`src/rtl/core_bus_pkg.sv`:
```
// Shared definitions for the core's data-cache request bus and the
// writeback store state machine.
package core_bus_pkg;

  localparam logic [1:0] READ   = 2'd0;
  localparam logic [1:0] WRITE  = 2'd1;
  localparam logic [1:0] MEMORY = 2'd1;
  localparam logic [1:0] DATA   = 2'd1;

  typedef enum logic [2:0] {
    IDLE,
    ST_ADDR,
    ST_DATA,
    ST_WAIT,
    RETIRE
  } wb_state_t;

  // Request tag layout is {op, space, kind, 7'b0}.
  function automatic logic [12:0] store_tag();
    return {WRITE, MEMORY, DATA, 7'b0};
  endfunction

endpackage

```
`src/rtl/wb_store_master.sv`:
```
// Two-beat write handshake on the data-cache bus: address beat, data beat,
// then wait for the response and spend one cycle acknowledging it.
module wb_store_master
  import core_bus_pkg::*;
#(
  parameter int ADDR_W = 64,
  parameter int DATA_W = 64,
  parameter int TAG_W  = 13
) (
  input  logic              clk,
  input  logic              reset,
  input  logic              start_i,
  input  logic [ADDR_W-1:0] addr_i,
  input  logic [DATA_W-1:0] data_i,
  input  logic              reqack_i,
  input  logic              respcyc_i,
  output logic              reqcyc_o,
  output logic [DATA_W-1:0] req_o,
  output logic [TAG_W-1:0]  reqtag_o,
  output logic              respack_o,
  output logic              busy_o,
  output logic              done_o,
  output logic              finish_o,
  output wb_state_t         state_o
);

  wb_state_t         state_q, state_d;
  logic [DATA_W-1:0] data_q, data_d;
  logic [DATA_W-1:0] req_q, req_d;
  logic [TAG_W-1:0]  reqtag_q, reqtag_d;
  logic              reqcyc_q, reqcyc_d;
  logic              respack_q, respack_d;
  logic              busy_q, busy_d;

  // NOTE: every variable gets a default first so no path infers a latch.
  always_comb begin
    state_d = state_q;
    data_d  = data_q;
    req_d   = req_q;
    case (state_q)
      IDLE:    if (start_i) state_d = ST_ADDR;
      ST_ADDR: if (reqack_i) state_d = ST_DATA;
      ST_DATA: if (reqack_i) state_d = respcyc_i ? RETIRE : ST_WAIT;
      ST_WAIT: if (respcyc_i) state_d = RETIRE;
      RETIRE:  state_d = IDLE;
      default: state_d = IDLE;
    endcase

    // req only changes on an accepted beat, so it is stable while stalled.
    if (state_q == IDLE && start_i) begin
      data_d = data_i;
      req_d  = DATA_W'(addr_i);
    end else if (state_q == ST_ADDR && reqack_i) begin
      req_d = data_q;
    end

    reqcyc_d  = (state_d == ST_ADDR) || (state_d == ST_DATA);
    busy_d    = reqcyc_d || (state_d == ST_WAIT);
    respack_d = (state_d == RETIRE);
    reqtag_d  = reqcyc_d ? TAG_W'(store_tag()) : '0;
  end

  // NOTE: non-blocking assignments so every flop samples pre-edge values.
  always_ff @(posedge clk) begin
    if (reset) begin
      state_q   <= IDLE;
      data_q    <= '0;
      req_q     <= '0;
      reqtag_q  <= '0;
      reqcyc_q  <= 1'b0;
      respack_q <= 1'b0;
      busy_q    <= 1'b0;
    end else begin
      state_q   <= state_d;
      data_q    <= data_d;
      req_q     <= req_d;
      reqtag_q  <= reqtag_d;
      reqcyc_q  <= reqcyc_d;
      respack_q <= respack_d;
      busy_q    <= busy_d;
    end
  end

  assign reqcyc_o  = reqcyc_q;
  assign req_o     = req_q;
  assign reqtag_o  = reqtag_q;
  assign respack_o = respack_q;
  assign busy_o    = busy_q;
  assign done_o    = respack_q;
  assign finish_o  = respack_d;
  assign state_o   = state_q;

endmodule

```
`src/rtl/writeback_stage.sv`:
```
// Final pipeline stage: commits register results, performs stores through
// wb_store_master, and pulses retirement with the next RIP.
module writeback_stage
  import core_bus_pkg::*;
#(
  parameter int ADDR_W = 64,
  parameter int DATA_W = 64,
  parameter int TAG_W  = 13
) (
  input  logic              clk,
  input  logic              reset,
  input  logic              opcodeValidIn,
  input  logic              canWritebackIn,
  input  logic [63:0]       currentRipIn,
  input  logic [31:0]       instructionLengthIn,
  input  logic [3:0]        destRegIn,
  input  logic              destRegValidIn,
  input  logic [DATA_W-1:0] destRegValueIn,
  input  logic [3:0]        destRegSpecialIn,
  input  logic              destRegSpecialValidIn,
  input  logic [DATA_W-1:0] destRegSpecialValueIn,
  input  logic              isMemoryAccessDestIn,
  input  logic [ADDR_W-1:0] memoryAddressDestIn,
  output logic              regWriteEnOut,
  output logic [3:0]        regWriteIdxOut,
  output logic [DATA_W-1:0] regWriteDataOut,
  output logic              specWriteEnOut,
  output logic [3:0]        specWriteIdxOut,
  output logic [DATA_W-1:0] specWriteDataOut,
  output logic              retireValidOut,
  output logic [63:0]       nextRipOut,
  output logic              wbStallOut,
  output logic              storeInProgressOut,
  output logic              reqcyc,
  output logic [DATA_W-1:0] req,
  output logic [TAG_W-1:0]  reqtag,
  input  logic              reqack,
  input  logic              respcyc,
  input  logic [63:0]       resp,
  output logic              respack
);

  typedef struct packed {
    logic              reg_en;
    logic [3:0]        reg_idx;
    logic [DATA_W-1:0] reg_data;
    logic              spec_en;
    logic [3:0]        spec_idx;
    logic [DATA_W-1:0] spec_data;
    logic [63:0]       next_rip;
  } commit_t;

  commit_t   pend_q, pend_d;
  commit_t   out_q, out_d;
  logic      retire_q, retire_d;
  logic      accept, accept_store, accept_alu;
  logic      mst_busy, mst_done, mst_finish;
  wb_state_t mst_state;
  commit_t   incoming;
  logic      resp_unused;

  assign resp_unused = ^resp;

  always_comb begin
    accept       = opcodeValidIn && canWritebackIn && (mst_state == IDLE);
    accept_store = accept && isMemoryAccessDestIn;
    accept_alu   = accept && !isMemoryAccessDestIn;

    incoming.reg_en    = destRegValidIn;
    incoming.reg_idx   = destRegIn;
    incoming.reg_data  = destRegValueIn;
    incoming.spec_en   = destRegSpecialValidIn;
    incoming.spec_idx  = destRegSpecialIn;
    incoming.spec_data = destRegSpecialValueIn;
    incoming.next_rip  = currentRipIn + 64'(instructionLengthIn);

    pend_d = pend_q;
    if (accept_store) pend_d = incoming;

    // Enables are pulses; index/data hold their last committed values.
    out_d         = out_q;
    out_d.reg_en  = 1'b0;
    out_d.spec_en = 1'b0;
    retire_d      = 1'b0;
    if (accept_alu) begin
      out_d    = incoming;
      retire_d = 1'b1;
    end else if (mst_finish) begin
      out_d    = pend_q;
      retire_d = 1'b1;
    end
  end

  always_ff @(posedge clk) begin
    if (reset) begin
      pend_q   <= '0;
      out_q    <= '0;
      retire_q <= 1'b0;
    end else begin
      pend_q   <= pend_d;
      out_q    <= out_d;
      retire_q <= retire_d;
    end
  end

  wb_store_master #(
    .ADDR_W(ADDR_W),
    .DATA_W(DATA_W),
    .TAG_W (TAG_W)
  ) u_store (
    .clk      (clk),
    .reset    (reset),
    .start_i  (accept_store),
    .addr_i   (memoryAddressDestIn),
    .data_i   (destRegValueIn),
    .reqack_i (reqack),
    .respcyc_i(respcyc),
    .reqcyc_o (reqcyc),
    .req_o    (req),
    .reqtag_o (reqtag),
    .respack_o(respack),
    .busy_o   (mst_busy),
    .done_o   (mst_done),
    .finish_o (mst_finish),
    .state_o  (mst_state)
  );

  // Stall drops in the RETIRE cycle so upstream advances into the next IDLE.
  assign wbStallOut         = accept_store || mst_busy;
  assign storeInProgressOut = mst_busy && !mst_done;
  assign regWriteEnOut      = out_q.reg_en;
  assign regWriteIdxOut     = out_q.reg_idx;
  assign regWriteDataOut    = out_q.reg_data;
  assign specWriteEnOut     = out_q.spec_en;
  assign specWriteIdxOut    = out_q.spec_idx;
  assign specWriteDataOut   = out_q.spec_data;
  assign nextRipOut         = out_q.next_rip;
  assign retireValidOut     = retire_q;

endmodule
```
`config.mk`:
```
export PLATFORM = sky130hd
export DESIGN_NAME = writeback_stage
export DESIGN_NICKNAME = d
export VERILOG_FILES = /design/src/rtl/core_bus_pkg.sv /design/src/rtl/wb_store_master.sv /design/src/rtl/writeback_stage.sv
export SDC_FILE = /design/constraint.sdc
export NUM_CORES = 1
export LEC_CHECK = 0
export BUFFER_PORTS_ARGS = -buffer_cell sky130_fd_sc_hd__buf_2
export CAP_MARGIN = 20
export CORE_AREA = 2 2 252 254
export DETAILED_ROUTE_END_ITERATION = 16
export DIE_AREA = 0 0 254 256
export PLACE_DENSITY = 0.56
export SLEW_MARGIN = 20
export SYNTH_ARGS = -nofsm -noshare
export SYNTH_HDL_FRONTEND = slang
export SYNTH_SLANG_ARGS = --single-unit
```
`constraint.sdc`:
```
create_clock -name clk -period 3.1 [get_ports clk]
set_input_delay 0.31 -clock clk [delete_from_list [all_inputs] [get_ports clk]]
set_output_delay 0.31 -clock clk [all_outputs]
set_load 0.02 [all_outputs]
```
### Word level (Yosys, flattened, before mapping)

Index checks and enable logic that the tools add are counted.

| storage, ports and cells | value |
|---|---|
| flip-flop bits (word level) | 552 |
| input bits | 369 |
| output and inout bits | 284 |
| word-level logic and storage cells | 58 |

| cells by class | value |
|---|---|
| add/subtract/negate cells | 1 |
| equality and inequality tests | 7 |
| multiplexer cells | 13 |
| reduce and logical (&&, ||, !) cells | 15 |

Operators by type and width:

| kind | number |
|---|---|
| 202-bit 2-to-1 mux | 2 |
| 64-bit 2-to-1 mux | 2 |
| 64-bit by 32-bit adder with 64-bit output | 1 |
| 3-bit 2-to-1 mux | 5 |
| 3-bit by 2-bit equality test with 1-bit output (second input constant) | 4 |
| 12-bit 2-to-1 mux | 1 |
| 3-bit case mux with 4 select lines | 1 |
| 1-bit logical AND | 7 |
| 3-bit by 1-bit equality test with 1-bit output (second input constant) | 2 |
| 2-bit nonzero test | 2 |
| 3-bit equality test (second input constant) | 1 |
| 3-bit zero test | 1 |
| 1-bit logical OR | 3 |
| 1-bit zero test | 2 |
| 1-bit 2-to-1 mux | 2 |

### Depth between registers and ports, before layout

| depth | value |
|---|---|
| word-level depth | 8 |
| depth in mapped cells | 11 |
| mapped depth without buffers | 10 |

### Cells and area by module

From an unflattened synthesis, not the netlist that was laid out.

| unflattened totals | value |
|---|---|
| cell total of the unflattened synthesis | 2,845 |
| area total of the unflattened synthesis | 24,200.7 um^2 |

By module, submodules not included:

| module | times used | cells each | area each (um^2) | seq. area each (um^2) |
|---|---|---|---|---|
| writeback_stage | 1 | 2,169 | 18,467.7 | 8,107.8 |
| wb_store_master | 1 | 676 | 5,733.0 | 2,682.6 |

### Worst setup path after synthesis

Ideal clock, no wire load.

| timing | value |
|---|---|
| kind | input-to-reg |
| start | input port currentRipIn[0] |
| end | register out_q, in the netlist nextRipOut[62] |
| setup time | 112 ps |
| arrival time | 2,554 ps |
| data required time | 2,988 ps |
| path slack | 434 ps |
| stages on the path | 10 |
| path buffers | 0 |
| cells stage by stage | ha_1 > fa_1 > a21o_1 > a221oi_2 > a2111oi_4 > o2111ai_4 > a21oi_4 > nand4_1 > xnor2_1 > a2111oi_1 |

| on the way | value |
|---|---|
| cells in the longest elaborated chain, start to end | 2 |

Ends and longest elaborated chain:

| element | RTL line | text |
|---|---|---|
| start: declaration | writeback_stage.sv:14 | `input logic [63:0] currentRipIn,` |
| 64-bit by 32-bit adder with 64-bit output | writeback_stage.sv:75 | `incoming.next_rip = currentRipIn + 64'(instructionLengthIn);` |
| 202-bit 2-to-1 mux | writeback_stage.sv:85 | `if (accept_alu) begin` |
| end signal: assignment | writeback_stage.sv:101 | `out_q <= out_d;` |
| end: declaration | writeback_stage.sv:54 | `commit_t out_q, out_d;` |

No other way between the ends.
A chain may end at the register's enable or synchronous reset.

### Final worst setup path

| timing | value |
|---|---|
| start | register u_store.state_q[2] (netlist: u_store.state_o[2]) |
| end | output port wbStallOut |

| on the way | value |
|---|---|
| cells in the longest elaborated chain, start to end | 4 |

Ends and longest elaborated chain:

| element | RTL line | text |
|---|---|---|
| start: declaration | wb_store_master.sv:27 | `wb_state_t state_q, state_d;` |
| start signal: assignment | wb_store_master.sv:74 | `state_q <= state_d;` |
| 3-bit zero test | writeback_stage.sv:65 | `accept = opcodeValidIn && canWritebackIn && (mst_state == IDLE);` |
| 1-bit logical AND | writeback_stage.sv:65 |  |
| 1-bit logical AND | writeback_stage.sv:66 | `accept_store = accept && isMemoryAccessDestIn;` |
| 1-bit logical OR | writeback_stage.sv:129 | `assign wbStallOut = accept_store \|\| mst_busy;` |
| end: declaration | writeback_stage.sv:32 | `output logic wbStallOut,` |

No other way between the ends.

==> impl_results.md <==
- Status: finished, final reports clean
- Post-Route WL: about 80 mm
- EDFF count, synth: 0
- H-Tree Depth: 2
- # clock sinks: 539
- Ys Warns: 0
- Overflow after GRT: 0
- Worst path max stage delay: 0.70 ns
- IO buf count: between 500 and 600
- Yosys top cell area share: 0.4775
- Main synth FF type: dfxtp_1
- Critical path, cell by cell: or4_1, nor2_4, buf_12, or2_2, buf_2
- Setup repair bufs after CTS: 0
- Drt first pass iters: 6
- Peak Freq: between 300 and 400 MHz
- Kind of critical path: register to output port
- Yosys top cell by area: dfxtp_1
- Relative slew slack: 0.2634
- Critical path arrival: 2.51 ns
- Post-synthesis area per instance: between 8 and 9 um^2
- CTS tree: done
- # DRC: 0
- Num CTS Buffers: between 50 and 60
- Clock Latency Late Sink: ~0.62 ns
- # nets final: 3,860
- CP Capture Type: output port
- CP required: 2.79 ns
- Crit path max-delay family: simple AND/OR/NAND/NOR gates
- Final antenna-violating net count: 0
- Via count: ~23,000
- Placed instance count: 4,042
- Synth Register Bits: ~540
- P_leak: 12.03 nW
- Max VDD drop: about 0.00043 V
- Io pins: 653
- Ys async rst share: 0
- Most frequent cell after synthesis: nand2_1
- Tot Pwr: 0.01706 W
- Largest net degree at the start of global routing: approximately 210
- Full die area: 0.06502 mm^2
- Gate Count Post-Synth: about 2,800
- Clk buf depth: 3
- GRT Overall Usage: 0.2346
- PwrDens: around 560 mW/mm^2
- Vias in the first global route: roughly 23,000
- Distinct cells, synth: just over 80
- Max Slew Vio Count: 0
- Endpoints failing hold: 0
- Non-Filler Instances: 4,354
- Maximum Capacitance Violations: 0
- P&R area growth vs syn: 34.59%
- DP HPWL: between 50 and 60 mm
- Worst min path class: primary input to register
- Starting Density: 0.3622
- Mapped Area: approximately 0.023 mm^2
- Final Skew: between 0.015 and 0.02 ns
- Sequential area share after synthesis: 0.4775
- Crit-path slowest cell: or4_1
- Initial antenna violation count: 6
- Fillcell total: a little over 6,000
- RSZ-0062 raised after global routing: false
- Fin crit share: 0.9109
- Reg2reg setup slack: roughly 0.57 ns
- Final number of setup-violating endpoints: 0
- Top post-synthesis cells by count: 684 x nand2_1, 539 x dfxtp_1, 448 x a21oi_1
- Ratio of cells with drive above 1 in the final layout: 0.2201
- Row count: 92
- Synth area leaders: dfxtp_1 48%, nand2_1 11%, a21oi_1 9.9%
- Least-Margin Pin Slew: 1.105 ns
- First-pass GRT wire length: around 120 mm
- 1st-iter DRT viols: between 1,500 and 2,000
- Via density: roughly 5.3
- WP buf/inv: 2
- Clock transition at path regs: 0.07 ns
- Gp weighted congestion: a little over 0.9
- Worst hold slack: 0.03698 ns
- DIE WIDTH: between 200 and 300 um
- Core area: 0.06239 mm^2
- CP max FO: 34
- Die Ht: between 200 and 300 um
- Worst setup SP type: register
- Root Buffer: clkbuf_16
- Period minus WS final: 2.824 ns
- Drt wl/cell: around 18 um
==> kinds of logic after synthesis <==
logic type,synth area share
AO/OA/AOI/OAI,0.2483
XOR/XNOR,0.01667
adder cells (fa/ha/maj),0.01860
buffers and inverters,0.04690
flip-flops,0.4775
multiplexers,0.004042
other,0.0001660
AND/OR/NAND/NOR,0.1878
==> final timing paths <==
path                       startpoint             endpoint  cells after the start
setup / recovery   u_store.state_o[2]           wbStallOut                      5
hold / removal       currentRipIn[49]           pend_q[49]                      3
setup reg to reg   u_store.state_o[1]           pend_q[84]                      7
hold reg to reg   regWriteDataOut[59]  regWriteDataOut[59]                      2
==> report_power, final <==
group | internal [W] | switching (W) | leakage [nW]
Combinational | 0.000946 | 0.00149 | 6.66
Clock | 0.00431 | 0.00293 | 0.989
Sequential | 0.00723 | 0.000154 | 4.38
==> repair_timing <==
item                                   4_1_cts  5_1_grt
endpoints found under the hold margin      395        0
hold buffers                               202        0
resized for setup                            0        0
==> layer usage <==
| layer | up-vias | GRT usage | share of wire |
|---|---|---|---|
| met1 | 10920 | 0.2830 | 0.41 |
| li1 | 11180 | - | - |
| met5 | - | 0 | 0.00016 |
| met3 | 176 | 0.05492 | 0.074 |
| met2 | 817 | 0.4016 | 0.48 |
| met4 | 2 | 0.09101 | 0.038 |
==> worst register-to-register path: cells and delay by family, from the launching register on <==
kind            cells  cell delay (ns)
buf+inv             3             1.18
simple gates        3             0.63
flops               1             0.47
compound gates      1             0.17
==> state kept, by name, summed over array words and instances (netlist names) <==
signal / cells
u_store.busy_o: 1
specWriteIdxOut: 4
u_store.req_o: 64
u_store.data_q: 64
u_store.done_o: 1
regWriteEnOut: 1
pend_q: 202
regWriteIdxOut: 4
specWriteDataOut: 64
regWriteDataOut: 64
specWriteEnOut: 1
u_store.state_o: 3
retireValidOut: 1
u_store.reqtag_o: 1
nextRipOut: 64
==> area by class of cell <==
type	instances	area [um^2]	area share
antenna	5	12.51	0.0004114
clock buffer	82	1662	0.05463
clock inverter	23	337.8	0.01111
inverter	20	75.07	0.002468
multi-input combinational	1989	10830	0.3560
sequential	539	10790	0.3548
tap	846	1059	0.03480
timing repair buffer	850	5650	0.1858
==> per-stage QoR <==
step	worst slack, ns	setup TNS [ns]	utilization	area (um^2)
detailed placement	-0.02749	-0.05018	0.4228	26380
floorplan	0.4342	0	-	22630
finish	0.2761	0	0.4875	30410
CTS	0.2298	0	0.4873	30400
global placement	-0.003074	-0.003074	0.4228	26380
global route	0.1792	0	0.4874	30410
==> layout by cell type (no fill, tap or decap), types with 7 or more instances in the layout <==
master	synthesis	routed
clkinv_2	0	11
dfxtp_1	539	539
nand3_1	40	40
xnor2_1	20	20
a211oi_1	24	24
nand3b_1	13	13
clkbuf_8	0	12
a311oi_1	68	68
or3_1	7	7
o22ai_1	20	20
buf_4	13	54
a31oi_1	8	8
dlygate4sd3_1	0	202
o221ai_1	7	7
conb_1	1	10
o21bai_1	10	10
buf_2	24	577
mux2i_1	8	8
nand2_1	684	683
nand4_1	20	20
inv_1	20	20
bufinv_16	0	7
clkbuf_16	0	58
a21o_1	13	13
o21a_1	8	8
nor4_1	9	9
buf_12	0	16
nor3_1	35	35
xor2_1	23	23
and3_1	16	15
a21oi_1	448	448
clkbuf_1	192	12
ha_1	32	32
nor2_1	150	147
a22oi_1	193	193
o21ai_0	33	32
Power figures use the tool's default switching activity.
